===== src/rtl/hall_call_scheduler.sv =====
// hall_call_scheduler
//   Latches encoded hall calls, drives the six hall-button lamps, and picks
//   the next target floor with a SCAN (sweep) policy. The chosen target is
//   offered to the motion controller over a valid/ready handshake. The
//   matching lamp is cleared once the car reports arrival.
//
// Ports
//   clk, rst        clock; asynchronous active-high reset
//   call_valid      one-cycle strobe qualifying floor_call / up_down_flag
//   floor_call      calling floor 0..3
//   up_down_flag    1 = up call, 0 = down call
//   car_floor       current car floor 0..3
//   car_idle        car stopped and ready for a new target
//   target_ready    motion controller accepts the offered target
//   arrive          one-cycle pulse: car stopped at the accepted target
//   target_valid    target_floor / target_dir are offered
//   target_floor    selected floor
//   target_dir      direction of the selected call, 1 = up
//   lamps           pending calls: [0] 1U, [1] 2D, [2] 2U, [3] 3D, [4] 3U, [5] 4D
//   busy            high in every state except IDLE
module hall_call_scheduler (
  input  logic       clk,
  input  logic       rst,
  input  logic       call_valid,
  input  logic [1:0] floor_call,
  input  logic       up_down_flag,
  input  logic [1:0] car_floor,
  input  logic       car_idle,
  input  logic       target_ready,
  input  logic       arrive,
  output logic       target_valid,
  output logic [1:0] target_floor,
  output logic       target_dir,
  output logic [5:0] lamps,
  output logic       busy
);

  typedef enum logic [2:0] {
    IDLE,
    SELECT,
    DISPATCH,
    WAIT_ARRIVE,
    CLEAR
  } state_t;

  state_t     state;
  logic       sweep_up;
  logic [5:0] set_mask;
  logic [5:0] clr_mask;
  logic [3:0] up_pend;
  logic [3:0] dn_pend;
  logic [1:0] sel_floor;
  logic       sel_dir;

  // One-hot lamp mask for a (floor, direction) pair. Floor 0 down and
  // floor 3 up have no button and map to an empty mask.
  function automatic logic [5:0] call_mask(input logic [1:0] fl, input logic up);
    logic [5:0] m;
    m = '0;
    case ({fl, up})
      3'b001:  m[0] = 1'b1;
      3'b010:  m[1] = 1'b1;
      3'b011:  m[2] = 1'b1;
      3'b100:  m[3] = 1'b1;
      3'b101:  m[4] = 1'b1;
      3'b110:  m[5] = 1'b1;
      default: m = '0;
    endcase
    return m;
  endfunction

  always_comb begin
    set_mask = call_valid ? call_mask(floor_call, up_down_flag) : '0;
    clr_mask = (state == CLEAR) ? call_mask(target_floor, target_dir) : '0;
  end

  // Per-floor pending views, indexed by floor number. Floor 3 has no up
  // button and floor 0 has no down button; those slots are tied to 0.
  always_comb begin
    up_pend = {1'b0, lamps[4], lamps[2], lamps[0]};
    dn_pend = {lamps[5], lamps[3], lamps[1], 1'b0};
  end

  // SCAN priority: first pending call in the sweep-ordered list wins.
  always_comb begin
    logic       found;
    logic [1:0] i;
    found     = 1'b0;
    i         = '0;
    sel_floor = '0;
    sel_dir   = 1'b1;
    if (sweep_up) begin
      for (int unsigned k = 0; k < 3; k++) begin
        i = 2'(k);
        if (!found && i >= car_floor && up_pend[i]) begin
          found = 1'b1; sel_floor = i; sel_dir = 1'b1;
        end
      end
      for (int unsigned k = 0; k < 3; k++) begin
        i = 2'(3 - k);
        if (!found && dn_pend[i]) begin
          found = 1'b1; sel_floor = i; sel_dir = 1'b0;
        end
      end
      for (int unsigned k = 0; k < 3; k++) begin
        i = 2'(k);
        if (!found && i < car_floor && up_pend[i]) begin
          found = 1'b1; sel_floor = i; sel_dir = 1'b1;
        end
      end
    end else begin
      for (int unsigned k = 0; k < 3; k++) begin
        i = 2'(3 - k);
        if (!found && i <= car_floor && dn_pend[i]) begin
          found = 1'b1; sel_floor = i; sel_dir = 1'b0;
        end
      end
      for (int unsigned k = 0; k < 3; k++) begin
        i = 2'(k);
        if (!found && up_pend[i]) begin
          found = 1'b1; sel_floor = i; sel_dir = 1'b1;
        end
      end
      for (int unsigned k = 0; k < 3; k++) begin
        i = 2'(3 - k);
        if (!found && i > car_floor && dn_pend[i]) begin
          found = 1'b1; sel_floor = i; sel_dir = 1'b0;
        end
      end
    end
  end

  always_ff @(posedge clk or posedge rst) begin
    if (rst) begin
      state        <= IDLE;
      sweep_up     <= 1'b1;
      lamps        <= '0;
      target_valid <= 1'b0;
      target_floor <= '0;
      target_dir   <= 1'b0;
      busy         <= 1'b0;
    end else begin
      // Clear is applied after set, so a re-press during CLEAR is dropped.
      lamps <= (lamps | set_mask) & ~clr_mask;
      case (state)
        IDLE: begin
          if (lamps != '0 && car_idle) begin
            state <= SELECT;
            busy  <= 1'b1;
          end
        end
        SELECT: begin
          target_floor <= sel_floor;
          target_dir   <= sel_dir;
          sweep_up     <= sel_dir;
          target_valid <= 1'b1;
          state        <= DISPATCH;
        end
        DISPATCH: begin
          if (target_ready) begin
            target_valid <= 1'b0;
            state        <= WAIT_ARRIVE;
          end
        end
        WAIT_ARRIVE: begin
          if (arrive) state <= CLEAR;
        end
        CLEAR: begin
          state <= IDLE;
          busy  <= 1'b0;
        end
        default: begin
          state        <= IDLE;
          busy         <= 1'b0;
          target_valid <= 1'b0;
        end
      endcase
    end
  end

endmodule


===== config.mk =====
export PLATFORM = sky130hd
export DESIGN_NAME = hall_call_scheduler
export DESIGN_NICKNAME = d
export VERILOG_FILES = /design/src/rtl/hall_call_scheduler.sv
export SDC_FILE = /design/constraint.sdc
export NUM_CORES = 1
export LEC_CHECK = 0
export CORE_MARGIN = 2
export CORE_UTILIZATION = 40
export DETAILED_ROUTE_END_ITERATION = 6
export PLACE_DENSITY = 0.66
export RECOVER_POWER = 100
export SLEW_MARGIN = 20
export SYNTH_ARGS = -nofsm -noshare
export SYNTH_HDL_FRONTEND = slang
export SYNTH_SLANG_ARGS = --single-unit

===== constraint.sdc =====
create_clock -name clk -period 2.3 [get_ports clk]
set_input_delay 0.46 -clock clk [delete_from_list [all_inputs] [get_ports clk]]
set_output_delay 0.46 -clock clk [all_outputs]
set_load 0.05 [all_outputs]

==> flow_summary.rst <==
.. list-table::
   :header-rows: 1

   * - Metric
     - Value
   * - Result of the run
     - completed
   * - Reg-to-reg endpoint
     - state[0]
   * - Routed wire length per instance
     - 14.3 um
   * - Clock slew seen by the registers of the worst setup and hold paths
     - 0.09 ns
   * - Largest net degree at the start of global routing
     - 16
   * - DP Cell Count
     - 161
   * - Clock root cell
     - sky130_fd_sc_hd__clkbuf_4
   * - Filler Cells Inserted
     - 228
   * - Non-filler instance count after layout
     - 165
   * - Skew final
     - 0.00344 ns
   * - Via count of the first global-routing pass
     - 902
   * - Clock tree from TritonCTS
     - yes
   * - Antenna viol nets, final
     - 0
   * - Cell count of the worst hold path
     - 2
   * - Layout cells sized above 1
     - 0.0876
   * - Critical path depth in cells
     - 1
   * - R2R setup slack
     - 0.52 ns
   * - Reported max-cap violation count
     - 0
   * - Required time at the endpoint of the critical path
     - 1.84 ns
   * - Total congestion overflow after global routing
     - 0
   * - Instance count of the mapped netlist
     - 116
   * - Number of standard-cell rows in the floorplan
     - 17
   * - Critical path cell sequence
     - clkdlybuf4s50_1
   * - Number of enable flip-flop cells after synthesis
     - 0
   * - Tmin final
     - 2.17 ns
   * - Sequential fraction of the synthesis area
     - 0.385
   * - Tightest slew margin relative to the limit
     - 0.618
   * - Core area
     - 0.00225 mm^2
   * - Critical path's slowest cell
     - sky130_fd_sc_hd__clkdlybuf4s50_1
   * - Clock insertion delay at the later pin of the skew report
     - 0.29 ns
   * - Hold buffer count at cts
     - 0
   * - Flip-flop and latch count after synthesis
     - 15
   * - Endpoint of the worst hold-timing path
     - busy
   * - Most frequent cells in the layout
     - 15 x sky130_fd_sc_hd__a21oi_1, 14 x sky130_fd_sc_hd__dfrtp_1, 12 x sky130_fd_sc_hd__dlygate4sd3_1
   * - Final hold vios
     - 0
   * - Number of I/O port buffers
     - 21
   * - Clk sinks
     - 15
   * - All-layer global routing usage
     - 0.199
   * - Power per cell area
     - 1280 mW/mm^2
   * - Worst Hold Class
     - register to register
   * - Cell depth of the worst flop-to-flop path
     - 4
   * - Global-route wire length before repair
     - 4.08 mm
   * - Average via count per standard cell
     - 5.82
   * - Post-synthesis async set-or-reset flop share
     - 1.00
   * - Endpoints failing setup
     - 0
   * - Num CTS Buffers
     - 3
   * - HP Start
     - busy
   * - Synthesized area per cell
     - 8.43 um^2
   * - Post-route fraction of the period consumed by the critical path
     - 0.944
   * - Vertical die dimension
     - 53.5 um
   * - Initial DRT Pass Iterations
     - 4
   * - Net count reported at finish
     - 149
   * - IO Pins
     - 22
   * - Post-cts repair resize count
     - 0
   * - Number of buffers between clock root and the deepest sink
     - 2
   * - Yosys warning count
     - 0
   * - Die area
     - 0.00286 mm^2
   * - Launch point of the worst reg-to-reg path
     - lamps[5]
   * - Max-slew violation count
     - 0
   * - Setup crit end kind
     - output pin
   * - Netlist area before placement
     - 978 um^2
   * - Total negative slack
     - 0 ns
   * - Worst Max-Slew Pin Slew
     - 0.568 ns
   * - Total vias in the final route
     - 960
   * - Most used DFF post-synth
     - sky130_fd_sc_hd__dfrtp_1
   * - CP bufs+invs
     - 1
   * - Post-CTS Setup Inserts
     - 0
   * - CP top delay family
     - buffers and inverters
   * - Antenna violations before repair
     - 0
   * - Share of the core filled with cells
     - 0.542
   * - CP peak stage delay
     - 0.87 ns
   * - Total detailed-routing wirelength
     - 2.36 mm
   * - Most frequent standard cell in the layout excluding fill and tap cells
     - sky130_fd_sc_hd__a21oi_1
   * - Synth cell types
     - 42
   * - Placer congestion estimate
     - 0.826
   * - Area growth from synthesis to layout
     - 24.8%
   * - Worst setup SP type
     - register
   * - Crit path DAT
     - 1.71 ns
   * - Largest fanout on the critical path
     - 10
   * - Initial DRC Count
     - 18
   * - Highest achievable clock rate
     - 461 MHz
   * - Setup repair after global routing missed its margin
     - no
   * - Crit Path Category
     - register to output pin
   * - Final HPWL DP
     - 1.71 mm
   * - Die width
     - 53.5 um
   * - Initial core utilization
     - 0.434
   * - Post-Syn Nets
     - 127
   * - VDD IR max
     - 759 uV
   * - CTS HTree Levels
     - 1
   * - Number of diodes
     - 0
   * - Pleak
     - 0.477 nW
   * - DRC errors left
     - 0
==> state kept, by name, summed over array words and instances (netlist names) <==
signal        count
lamps             6
state             3
target_floor      2
busy              1
sweep_up          1
target_dir        1
target_valid      1
==> stage by stage <==
| stage | hold slack (ns) | total power, mW | setup WS (ns) | cell area (um^2) |
|---|---|---|---|---|
| detailed placement | 0.516 | 1.43 | 0.159 | 1210 |
| global route | 0.549 | 1.68 | 0.0571 | 1220 |
| global placement | 0.488 | 1.43 | 0.182 | 1210 |
| finish | 0.514 | 1.56 | 0.130 | 1220 |
| floorplan | 0.361 | 1.18 | 0.384 | 978 |
| CTS | 0.535 | 1.59 | 0.126 | 1230 |
==> cell families after synthesis <==
family	Yosys count	share of synthesized area
mux	2	0.0217
simple gates	38	0.217
compound gates	45	0.294
buf+inv	16	0.0818
flops	15	0.385
==> worst max path at each step <==
| stage | from | to | slack (ns) |
|---|---|---|---|
| 3_5_place_dp | car_floor[1] | target_dir | 0.16 |
| 6_report | lamps[3] | lamps[3] | 0.13 |
| 5_1_grt | lamps[5] | lamps[5] | 0.06 |
| 3_3_place_gp | car_floor[1] | target_dir | 0.18 |
| 2_1_floorplan | lamps[1] | target_dir | 0.38 |
| 4_1_cts | lamps[3] | lamps[3] | 0.13 |
==> routing by layer <==
metal  vias to the layer above  part of all wire  track usage
met2                        33              0.45        0.286
met1                       454              0.48        0.276
met3                         2             0.063       0.0763
met4                         0            0.0051       0.0513
met5                         -                 0            0
li1                        471                 -            -
==> final cells by class <==
cell class	instances	area, um^2	share of cell area
Multi-Input combinational cell	85	513	0.420
Sequential cell	15	377	0.308
Timing Repair Buffer	26	244	0.200
Tap cell	28	35.0	0.0287
Clock buffer	4	26.3	0.0215
Inverter	7	26.3	0.0215
==> cells in the mapped netlist, drive strengths merged, types with 2 or more instances <==
master,n,area share
nand3,5,0.026
buf,6,0.042
nand2,5,0.019
nor2b,8,0.051
nor3b,2,0.020
o21ai,7,0.036
clkbuf,3,0.013
nand2b,2,0.013
a31oi,8,0.051
dfrtp,14,0.36
nor2,10,0.038
inv,7,0.027
a22oi,2,0.015
a21oi,15,0.077
==> worst reg2reg max path: stages, from the launching register on <==
cell	delay (ns)
sky130_fd_sc_hd__dfrtp_1	0.51
sky130_fd_sc_hd__or3_1	0.49
sky130_fd_sc_hd__or4_1	0.45
sky130_fd_sc_hd__a31oi_1	0.18
sky130_fd_sc_hd__nor2_1	0.05
==> where the power goes <==
group	internal, mW	switching [mW]
clock network	0.0675	0.0875
logic	0.321	0.522
registers	0.380	0.179
total	0.769	0.789
Power figures use the tool's default switching activity.
